File: src/rtl/keypad_scanner.sv
// 4x4 matrix keypad scanner with whole-frame debounce; no backpressure, keys/key_valid update
// one cycle after the accepting frame boundary (press to key_valid <= (DEBOUNCE_FRAMES+1) frames).
module keypad_scanner #(
   parameter int SCAN_DIV        = 1000,
   parameter int DEBOUNCE_FRAMES = 8
) (
   input  logic        clk,
   input  logic        rst_n,
   input  logic [3:0]  col_in,
   output logic [3:0]  row_out,
   output logic [15:0] keys,
   output logic [3:0]  key_code,
   output logic        key_valid,
   output logic        multi_err
);

   localparam int DW = $clog2(SCAN_DIV);
   localparam int SW = $clog2(DEBOUNCE_FRAMES + 1);
   localparam logic [DW-1:0] DIV_LAST = DW'(SCAN_DIV - 1);
   localparam logic [SW-1:0] STAB_MAX = SW'(DEBOUNCE_FRAMES);

   typedef enum logic [1:0] {IDLE, PRESSED, MULTI} state_t;

   logic [3:0]    col_s1, col_s2, col_act;
   logic [DW-1:0] div;
   logic [1:0]    row;
   logic [11:0]   frame_lo;
   logic [15:0]   snap, prev_snap;
   logic [SW-1:0] stab, stab_nxt;
   logic          slot_end, frame_end, accept;

   state_t        state, state_nxt;
   logic [15:0]   keys_nxt;
   logic [3:0]    code_nxt, snap_idx;
   logic          multi_nxt, valid_nxt;

   assign row_out   = ~(4'b0001 << row);
   assign col_act   = ~col_s2;
   assign slot_end  = (div == DIV_LAST);
   assign frame_end = slot_end && (row == 2'd3);
   // Row 3 is never stored: its sample completes the snapshot directly.
   assign snap      = {col_act, frame_lo};

   always_comb begin
      stab_nxt = stab;
      if (snap != prev_snap)
         stab_nxt = SW'(1);
      else if (stab != STAB_MAX)
         stab_nxt = stab + SW'(1);
   end

   assign accept = frame_end && (stab_nxt == STAB_MAX) && (stab != STAB_MAX);

   always_ff @(posedge clk or negedge rst_n) begin
      if (!rst_n) begin
         col_s1    <= 4'hF;
         col_s2    <= 4'hF;
         div       <= '0;
         row       <= 2'd0;
         frame_lo  <= '0;
         prev_snap <= '0;
         stab      <= '0;
      end else begin
         col_s1 <= col_in;
         col_s2 <= col_s1;
         if (slot_end) begin
            div <= '0;
            row <= row + 2'd1;
            case (row)
               2'd0:    frame_lo[3:0]  <= col_act;
               2'd1:    frame_lo[7:4]  <= col_act;
               2'd2:    frame_lo[11:8] <= col_act;
               default: ;
            endcase
         end else begin
            div <= div + DW'(1);
         end
         if (frame_end) begin
            prev_snap <= snap;
            stab      <= stab_nxt;
         end
      end
   end

   always_comb begin
      snap_idx = 4'd0;
      for (int i = 0; i < 16; i++)
         if (snap[i]) snap_idx = 4'(i);
   end

   always_comb begin
      state_nxt = state;
      keys_nxt  = keys;
      code_nxt  = key_code;
      multi_nxt = multi_err;
      valid_nxt = 1'b0;
      if (accept) begin
         if (snap == 16'h0000) begin
            state_nxt = IDLE;
            keys_nxt  = 16'h0000;
            multi_nxt = 1'b0;
         end else if ((snap & (snap - 16'd1)) == 16'h0000) begin
            state_nxt = PRESSED;
            keys_nxt  = snap;
            code_nxt  = snap_idx;
            multi_nxt = 1'b0;
            valid_nxt = (snap != keys);
         end else begin
            // Ambiguous chord: flag it but keep reporting the last good key.
            state_nxt = MULTI;
            multi_nxt = 1'b1;
         end
      end
   end

   always_ff @(posedge clk or negedge rst_n) begin
      if (!rst_n) begin
         state     <= IDLE;
         keys      <= '0;
         key_code  <= '0;
         key_valid <= 1'b0;
         multi_err <= 1'b0;
      end else begin
         state     <= state_nxt;
         keys      <= keys_nxt;
         key_code  <= code_nxt;
         key_valid <= valid_nxt;
         multi_err <= multi_nxt;
      end
   end

endmodule

File: config.mk
export PLATFORM = sky130hd
export DESIGN_NAME = keypad_scanner
export DESIGN_NICKNAME = d
export VERILOG_FILES = /design/src/rtl/keypad_scanner.sv
export SDC_FILE = /design/constraint.sdc
export NUM_CORES = 1
export LEC_CHECK = 0
export ABC_AREA = 0
export BUFFER_PORTS_ARGS = -buffer_cell sky130_fd_sc_hd__buf_4
export CORE_ASPECT_RATIO = 1.25
export CORE_MARGIN = 10
export CORE_UTILIZATION = 60
export CTS_BUF_LIST = sky130_fd_sc_hd__clkbuf_8
export DETAILED_ROUTE_END_ITERATION = 6
export PLACE_DENSITY = 0.89
export SYNTH_ARGS = -nofsm -noshare
export SYNTH_HDL_FRONTEND = slang
export SYNTH_SLANG_ARGS = --single-unit
File: constraint.sdc
create_clock -name clk -period 4.18 [get_ports clk]
set_input_delay 0 -clock clk [delete_from_list [all_inputs] [get_ports clk]]
set_output_delay 0 -clock clk [all_outputs]
set_load 0.1 [all_outputs]
==> impl_metrics.yaml, run 1 <==
finish:
  post_route_cells_drive_above_1_share: 0.2178
  fin_nets: 389
  syn2layout_area_growth_pct: 14.15
  antenna_cells: 0
sta:
  post-route-period-util: 0.8221
  hold_violations: 0
  finalSetupTns_ns: 0
  tightest_slew_ns: 0.9460
  min_period_ns: 3.436
  setup_viol: 0
  clock.fmax_ghz: 0.2910
  slew_viol_final: 0
  skew_ns: 0.004397
  slew_headroom: 0.3678
  rsz0062_at_grt: "no"
  setup_slack_ns: 0.7436
grt:
  grt_usage: 0.1627
  grt_pass1_wl_um: 12810
  grt_max_degree: 75
  antenna_found_initial: 0
  grt_pass1_vias: 2725
  grt_overflow: 0
clocking:
  cts_buffers: 9
  root_buffer: "clkbuf_8"
  cts_setup_buffers: 0
  cts.sinks: 74
  cts_resized: 0
  htree_num_levels: 3
  worstSkewPairLatency_ns: 0.35
  cts_buffer_depth: 2
  tritoncts: "done"
  cts_hold_buffers: 5
  path_clk_slew_ns: 0.08
worst_hold_path:
  hold_depth: 2
  min_to: "col_s1[3]$_DFF_PN1_"
  worstHoldStart: "col_in[3]"
  hold_class: "input pin to flip-flop"
worst_setup_path:
  required_ns: 4.42
  reg2reg_slack_ns: 0.74
  timing.rr.start: "stab[1]$_DFFE_PN0P_"
  r2r-end: "key_code[3]$_DFFE_PN0P_"
  path_common_cell: "or4_1"
  start_kind: "flip-flop"
  arrival_ns: 3.68
  crit_type: "flip-flop to flip-flop"
  end_kind: "flip-flop"
  crit_fanout: 25
  crit_chain: "ha_1 > or4b_2 > nand3_1 > nand4_1 > or4_1 > or4_1 > buf_4 > or3_1 > o21a_1"
  worst-r2r-cell-count: 9
  slowest_delay_ns: 0.65
  slowest_stage: "or4b_2"
synth:
  synth_top_area_cell: "dfrtp_1"
  yosysWarnings: 0
  synthSimpleGateAreaFrac: 0.1515
  synth-seq-area-share: 0.5099
  synth_common_cells: "dfrtp_1 (66), nand2_1 (41), o21ai_0 (37)"
  synth_compound_area_frac: 0.1004
  synth_cell_types: 46
  synth_top_family_by_area: "simple AND/OR/NAND/NOR gates"
  syn_avg_cell_area_um2: 10.46
  syn_area_um2: 3651
  ys_ff_latch: 74
  synthMuxAreaShare: 0.06648
  ys.flop_type: "dfrtp_1"
  syn_nets: 362
  synth_area_leaders: "dfrtp_1 (45%), dfstp_2 (5.8%), o21ai_0 (5.1%)"
  netlist_instances: 349
  yosysTopAreaCellShare: 0.4524
  synth_xor_area_frac: 0.09356
  synth-edff-count: 0
  async_flop_share: 1.000
  synthAdderAreaFrac: 0.02947
  yosysMostFrequentCell: "dfrtp_1"
routing:
  drt_iter0_drc: 123
  vias: 2637
  routedWlPerCell_um: 16.48
  firstDrtPassIters: 4
  routed_wl_um: 7629
  route.detailed.drc: 0
  drtAntennaViolNets: 0
  viasPerCell: 5.695
power:
  power_density_nw_per_um2: 333.9
  peakVddDrop_mv: 0.2703
  p_leak_uw: 0.001969
place:
  place.port_buffers: 31
  gp_congestion: 0.8892
  dp_slack_ns: 0.7819
  hpwl_um: 5284
die:
  start_util: 0.6234
  die_w_um: 89.77
  fp.dieH_um: 107.2
  dieArea_um2: 9625
  io_pins: 32
  core_um2: 5857
  num_rows: 31
run_status:
  status: "finished clean"
run:
  maxCapViolCount: 0
==> report_power, final <==
part	total, µW	internal [µW]	leakage (µW)	switching (µW)
Sequential	730	723	0.000992	7.20
Combinational	34.0	12.4	0.000868	21.6
Clock	628	353	0.000109	275
==> cell usage in the layout (no fill, tap or decap), types with 2 or more instances in the layout <==
master	instances
maj3_1	2
nand4_1	9
a21oi_1	9
nand4b_1	4
and3_1	2
o21a_1	3
bufinv_16	2
inv_1	14
o21ai_0	37
or4_1	3
buf_4	35
ha_1	7
xnor2_1	19
nand3_1	9
dfrtp_1	66
or3_1	6
nand2_1	41
mux2_4	5
a211oi_1	2
nor3_1	3
clkinvlp_4	2
clkbuf_8	10
dlygate4sd3_1	5
o31ai_1	2
dfstp_2	8
nor4_1	7
nor2_1	16
xor2_1	20
mux2_2	14
==> cell families after synthesis <==
family                     after synthesis
and+or+nand+nor                        107
DFF                                     74
AOI/OAI and AO/OA                       62
xor gates and xnor gates                39
buffers and inverters                   38
muxes                                   20
adders and majority gates                9
==> critical path, delay by kind of cell (launching register included) <==
| kind | cells | cell delay, ns |
|---|---|---|
| adder cells (fa/ha/maj) | 1 | 0.27 |
| AO/OA/AOI/OAI | 1 | 0.11 |
| flip-flops | 1 | 0.44 |
| buffers and inverters | 1 | 0.27 |
| AND/OR/NAND/NOR | 6 | 2.25 |
==> cell type report <==
| class | instances | area, µm² |
|---|---|---|
| Sequential cell | 74 | 1862 |
| Timing Repair Buffer | 40 | 312.8 |
| Fill cell | 420 | 1689 |
| Clock inverter | 6 | 88.84 |
| Inverter | 14 | 52.55 |
| Tap cell | 82 | 102.6 |
| Clock buffer | 10 | 137.6 |
| Multi-Input combinational cell | 237 | 1612 |
==> state kept, by name, summed over array words and instances (netlist names) <==
signal,cells
frame_lo,12
stab,4
col_s1,4
key_code,4
col_s2,4
div,10
multi_err,1
row,2
keys,16
prev_snap,16
key_valid,1
==> worst max-delay path by stage <==
stage,cells after the start,end,slack [ns],from
after CTS,9,key_code[3]$_DFFE_PN0P_,0.76,stab[1]$_DFFE_PN0P_
after global placement,9,key_code[3]$_DFFE_PN0P_,0.88,stab[1]$_DFFE_PN0P_
final,9,key_code[3]$_DFFE_PN0P_,0.74,stab[1]$_DFFE_PN0P_
after detailed placement,9,key_code[3]$_DFFE_PN0P_,0.78,stab[1]$_DFFE_PN0P_
after global routing,10,key_code[3]$_DFFE_PN0P_,0.60,stab[0]$_DFFE_PN0P_
after floorplan,10,key_code[1]$_DFFE_PN0P_,1.07,frame_lo[2]$_DFFE_PN0P_
==> per-stage QoR <==
step / std cells / hold WS [ns] / instance area (µm²) / power (µW) / util
after floorplan: 349 / -0.2956 / 3651 / 752.0 / -
after global placement: 442 / 0.1088 / 3891 / 773.5 / 0.6644
after detailed placement: 442 / 0.1095 / 3891 / 774.1 / 0.6644
after CTS: 463 / 0.2892 / 4168 / 1394 / 0.7116
after global routing: 463 / 0.2883 / 4168 / 1433 / 0.7116
final: 463 / 0.3004 / 4168 / 1392 / 0.7116
==> layer usage <==
| layer | vias up | GRT usage | wire (µm) |
|---|---|---|---|
| met4 | 0 | 0.1076 | 327 |
| met2 | 72 | 0.2786 | 3776 |
| met1 | 1284 | 0.1757 | 3133 |
| met5 | - | 0 | 0 |
| met3 | 25 | 0.04117 | 392 |
| li1 | 1256 | - | - |
Note: power is estimated with default switching activity, not from simulation.
==> run 2: changes to the inputs <==
--- a/config.mk
+++ b/config.mk
@@ -9,10 +9,10 @@
 export BUFFER_PORTS_ARGS = -buffer_cell sky130_fd_sc_hd__buf_4
 export CORE_ASPECT_RATIO = 1.25
 export CORE_MARGIN = 10
-export CORE_UTILIZATION = 60
+export CORE_UTILIZATION = 56
 export CTS_BUF_LIST = sky130_fd_sc_hd__clkbuf_8
 export DETAILED_ROUTE_END_ITERATION = 6
-export PLACE_DENSITY = 0.89
+export PLACE_DENSITY = 0.88
 export SYNTH_ARGS = -nofsm -noshare
 export SYNTH_HDL_FRONTEND = slang
 export SYNTH_SLANG_ARGS = --single-unit
==> constraint.sdc (replaced) <==
create_clock -name clk -period 3.15 [get_ports clk]
set_input_delay 0 -clock clk [delete_from_list [all_inputs] [get_ports clk]]
set_output_delay 0 -clock clk [all_outputs]
set_load 0.1 [all_outputs]
==> impl_metrics.yaml, run 2 (synthesis results as in run 1) <==
clocking:
  cts.sinks: 74
  cts_buffer_depth: 2
  worstSkewPairLatency_ns: 0.37
  root_buffer: "clkbuf_8"
  htree_num_levels: 3
  path_clk_slew_ns: 0.08
  cts_buffers: 9
  tritoncts: "done"
sta:
  tightest_slew_ns: 0.9327
  slew_viol_final: 0
  setup_viol: 0
  clock.fmax_ghz: 0.3184
  setup_slack_ns: 0.009076
  slew_headroom: 0.3782
  hold_violations: 0
  rsz0062_at_grt: "yes"
  skew_ns: 0.01319
  min_period_ns: 3.141
  post-route-period-util: 0.9971
finish:
  fin_cells: 490
  fin_nets: 412
  largestRegisters: "keys (16), prev_snap (16), frame_lo (12)"
  post_route_cells_drive_above_1_share: 0.2772
  syn2layout_area_growth_pct: 20.53
  final_common_cell: "dfrtp_1"
  layout_common_cells: "dfrtp_1 (65), buf_4 (55), nand2_1 (41)"
  nFillCells: 442
worst_setup_path:
  timing.rr.start: "stab[0]$_DFFE_PN0P_"
  end_kind: "flip-flop"
  r2r-end: "keys[13]$_DFFE_PN0P_"
  reg2reg_slack_ns: 0.009
  crit_fanout: 12
  required_ns: 3.38
  arrival_ns: 3.37
  crit_type: "flip-flop to flip-flop"
  worst-r2r-cell-count: 11
  start_kind: "flip-flop"
power:
  power_density_nw_per_um2: 418.4
  finalPower_uw: 1841
  p_leak_uw: 0.002109
  peakVddDrop_mv: 0.2234
run_status:
  status: "finished clean"
worst_hold_path:
  worstHoldStart: "col_in[3]"
  hold_class: "input pin to flip-flop"
  min_to: "col_s1[3]$_DFF_PN1_"
  hold_depth: 2
routing:
  routedWlPerCell_um: 19.03
  vias: 2912
  firstDrtPassIters: 5
  viasPerCell: 5.943
  drtAntennaViolNets: 0
  routed_wl_um: 9327
  drt_iter0_drc: 202
  route.detailed.drc: 0
grt:
  antenna_found_initial: 0
  grt_usage: 0.1777
  grt_max_degree: 75
  grt_overflow: 0
  grt_pass1_wl_um: 14390
  grt_pass1_vias: 2964
place:
  gp_congestion: 0.8934
  place.port_buffers: 31
  dp_slack_ns: -0.005072
  placed_cells: 464
  hpwl_um: 6016
run:
  maxCapViolCount: 0
die:
  dieArea_um2: 10170
  core_um2: 6246
  die_w_um: 92.22
  num_rows: 32
  io_pins: 32
  fp.dieH_um: 110.3
  start_util: 0.5845
run 2: cell types whose count changed in the layout (fill, tap and decap cells not counted), moves of 2 or more:
cell	change
buf_4	+20
clkbuf_16	+2
ha_1	-2
ha_2	+2
run 2: how the worst max path moves through the flow:
| stage | from | endpoint | depth (start not counted) |
|---|---|---|---|
| 6_report | stab[0]$_DFFE_PN0P_ | keys[13]$_DFFE_PN0P_ | 11 |
| 5_1_grt | stab[0]$_DFFE_PN0P_ | keys[13]$_DFFE_PN0P_ | 11 |
| 4_1_cts | stab[0]$_DFFE_PN0P_ | key_code[3]$_DFFE_PN0P_ | 9 |
| 3_5_place_dp | stab[0]$_DFFE_PN0P_ | keys[5]$_DFFE_PN0P_ | 9 |
| 3_3_place_gp | stab[0]$_DFFE_PN0P_ | keys[9]$_DFFE_PN0P_ | 9 |
| 2_1_floorplan | frame_lo[2]$_DFFE_PN0P_ | key_code[1]$_DFFE_PN0P_ | 10 |
run 2: final cells by class:
| class | instances | area, µm² | area share |
|---|---|---|---|
| antenna | 1 | 2.502 | 0.0005687 |
| clock buffer | 9 | 123.9 | 0.02815 |
| clock inverter | 7 | 93.84 | 0.02132 |
| inverter | 14 | 52.55 | 0.01194 |
| multi-input combinational | 237 | 1625 | 0.3693 |
| sequential | 74 | 1863 | 0.4234 |
| tap | 85 | 106.4 | 0.02417 |
| timing repair buffer | 63 | 533.0 | 0.1211 |
run 2: per-layer routing:
metal | GRT usage | part of all wire | vias up
met5 | 0 | 0 | -
met4 | 0.1049 | 0.040 | 0
met3 | 0.04398 | 0.066 | 36
met2 | 0.3116 | 0.53 | 135
met1 | 0.1921 | 0.36 | 1441
li1 | - | - | 1300
run 2: metrics by stage:
stage,area (µm²),setup TNS (ns),util,hold slack (ns)
3_3_place_gp,4050,0,0.6484,0.1079
2_1_floorplan,3651,0,-,-0.2956
4_1_cts,4322,0,0.6919,0.2792
6_report,4400,0,0.7045,0.2867
5_1_grt,4398,-0.1923,0.7041,0.2977
3_5_place_dp,4050,-0.009654,0.6484,0.1110
run 2: what timing repair did:
action                                 4_1_cts  5_1_grt
buffers inserted                             0        2
setup endpoints to repair                   10       12
gates cloned                                 0        2
hold buffers                                 5        0
resized for setup                            1        5
endpoints found under the hold margin       70        0
run 2: power breakdown:
group,switching (µW),internal (µW)
combinational,39.4,19.5
sequential,2.78,959
clock,377,444
run 2: worst max-delay path: stages (launching register included):
cell and delay (ns):
dfrtp_1 0.42, inv_2 0.06, ha_2 0.19, or4b_2 0.64
nand3_2 0.12, nand4_1 0.14, or4_1 0.41, or4_4 0.51
buf_4 0.19, clkbuf_16 0.16, nand2_1 0.08, o21ai_0 0.10
==> run 3: changes to the inputs <==
--- a/config.mk
+++ b/config.mk
@@ -9,10 +9,10 @@
 export BUFFER_PORTS_ARGS = -buffer_cell sky130_fd_sc_hd__buf_4
 export CORE_ASPECT_RATIO = 1.25
 export CORE_MARGIN = 10
-export CORE_UTILIZATION = 56
-export CTS_BUF_LIST = sky130_fd_sc_hd__clkbuf_8
+export CORE_UTILIZATION = 53
+export CTS_BUF_LIST = sky130_fd_sc_hd__clkbuf_16
 export DETAILED_ROUTE_END_ITERATION = 6
-export PLACE_DENSITY = 0.88
+export PLACE_DENSITY = 0.84
 export SYNTH_ARGS = -nofsm -noshare
 export SYNTH_HDL_FRONTEND = slang
 export SYNTH_SLANG_ARGS = --single-unit
==> impl_metrics.yaml, run 3 (synthesis results as in run 1) <==
clocking:
  root_buffer: "clkbuf_16"
  cts_buffers: 9
  path_clk_slew_ns: 0.06
  tritoncts: "done"
  cts.sinks: 74
  worstSkewPairLatency_ns: 0.33
  cts_buffer_depth: 2
  htree_num_levels: 3
sta:
  hold_violations: 0
  post-route-period-util: 0.9617
  slew_viol_final: 0
  skew_ns: 0.005055
  rsz0062_at_grt: "no"
  setup_viol: 0
  slew_headroom: 0.3959
  tightest_slew_ns: 0.9062
  clock.fmax_ghz: 0.3301
  finalSetupTns_ns: 0
  min_period_ns: 3.029
place:
  gp_congestion: 0.8467
  placed_cells: 465
  hpwl_um: 5708
  place.port_buffers: 31
routing:
  routed_wl_um: 8182
  vias: 2730
  routedWlPerCell_um: 16.80
  viasPerCell: 5.606
  drtAntennaViolNets: 0
  drt_iter0_drc: 125
  firstDrtPassIters: 4
  route.detailed.drc: 0
die:
  die_w_um: 94.24
  dieArea_um2: 10630
  io_pins: 32
  num_rows: 33
  core_um2: 6648
  fp.dieH_um: 112.8
  start_util: 0.5492
power:
  peakVddDrop_mv: 0.2874
  p_comb_frac: 0.026
  power_switching_share: 0.1920
  p_switching_uw: 414.8
  p_seq_frac: 0.446
  internal-power_uw: 1746
  power_density_nw_per_um2: 486.4
  p_leak_uw: 0.002135
  power.share.clock: 0.528
grt:
  grt_overflow: 0
  grt_pass1_vias: 2948
  grt_max_degree: 75
  antenna_found_initial: 0
  grt_pass1_wl_um: 13820
  grt_usage: 0.1612
worst_setup_path:
  end_kind: "flip-flop"
  crit_type: "flip-flop to flip-flop"
  start_kind: "flip-flop"
  required_ns: 3.37
  arrival_ns: 3.24
  crit_fanout: 24
  reg2reg_slack_ns: 0.12
finish:
  fin_nets: 408
  final_common_cell: "dfrtp_1"
  syn2layout_area_growth_pct: 21.66
  layout_common_cells: "dfrtp_1 (66), buf_4 (53), nand2_1 (41)"
  antenna_cells: 0
  post_route_cells_drive_above_1_share: 0.2500
  fin_cells: 487
  largestRegisters: "keys (16), prev_snap (16), frame_lo (12)"
run:
  maxCapViolCount: 0
run_status:
  status: "finished clean"
worst_hold_path:
  hold_class: "input pin to flip-flop"
run 3: cell types whose count changed in the layout (fill, tap and decap cells not counted), sizes merged:
| cell | before | now |
|---|---|---|
| clkinvlp | 2 | 0 |
| clkinv | 3 | 2 |
| buf | 56 | 54 |
| inv | 14 | 16 |
| clkbuf | 11 | 9 |
| diode | 1 | 0 |
| bufinv | 2 | 3 |
run 3: metal layers:
metal | vias up | GRT usage | part of all wire
met2 | 75 | 0.2872 | 0.54
met3 | 11 | 0.04365 | 0.062
met5 | - | 0 | 0
met4 | 0 | 0.07513 | 0.016
met1 | 1349 | 0.1697 | 0.38
li1 | 1295 | - | -
run 3: final timing paths:
path,cells past startpoint,from,endpoint
min in group asynchronous,2,rst_n,keys[3]$_DFFE_PN0P_
setup reg to reg,9,stab[0]$_DFFE_PN0P_,keys[5]$_DFFE_PN0P_
setup / recovery,9,stab[0]$_DFFE_PN0P_,keys[5]$_DFFE_PN0P_
max in group asynchronous,2,rst_n,key_valid$_DFF_PN0_
hold reg to reg,0,col_s1[3]$_DFF_PN1_,col_s2[3]$_DFF_PN1_
hold / removal,2,col_in[3],col_s1[3]$_DFF_PN1_
run 3: final cells by class:
type	instances	area [µm²]
clock buffers	9	225.2
clock inverters	7	110.1
fillers	491	2206
inverters	14	52.55
multi-input cells	237	1615
flip-flops and latches	74	1862
well taps	87	108.9
repair buffers	59	467.9
run 3: power groups by stage:
stage / registers (µW) / logic (µW) / clock network (µW)
finish: 963 / 56.9 / 1140
global route: 963 / 64.6 / 1200
CTS: 963 / 58.5 / 1160
detailed placement: 980 / 52.8 / 0
global placement: 979 / 51.2 / 0
floorplan: 980 / 17.9 / 0
run 3: worst max-delay path, cell delays in order (launching register included):
cell and delay (ns):
dfrtp_1 0.39, inv_1 0.07, ha_1 0.21, or4b_2 0.60, nand3_1 0.12, nand4_1 0.14
or4_1 0.42, or4_4 0.48, buf_12 0.19, mux2_4 0.30
run 3: repair_timing:
| item | CTS | global route |
|---|---|---|
| endpoints found under the setup margin | 0 | 14 |
| gates resized for setup | 0 | 1 |
| hold buffers | 5 | 0 |
| endpoints found under the hold margin | 70 | 0 |
| buffers inserted | 0 | 1 |
run 3: metrics by stage:
step	hold WS (ns)	worst slack [ns]	util	power [µW]	instance area, µm²
2_1_floorplan	-0.2956	0.04152	-	997.8	3651
3_3_place_gp	0.1083	0.09476	0.6085	1030	4045
3_5_place_dp	0.1096	0.03620	0.6085	1033	4045
4_1_cts	0.3049	0.02360	0.6665	2180	4431
5_1_grt	0.3291	0.006475	0.6682	2225	4442
6_report	0.3113	0.1207	0.6682	2161	4442
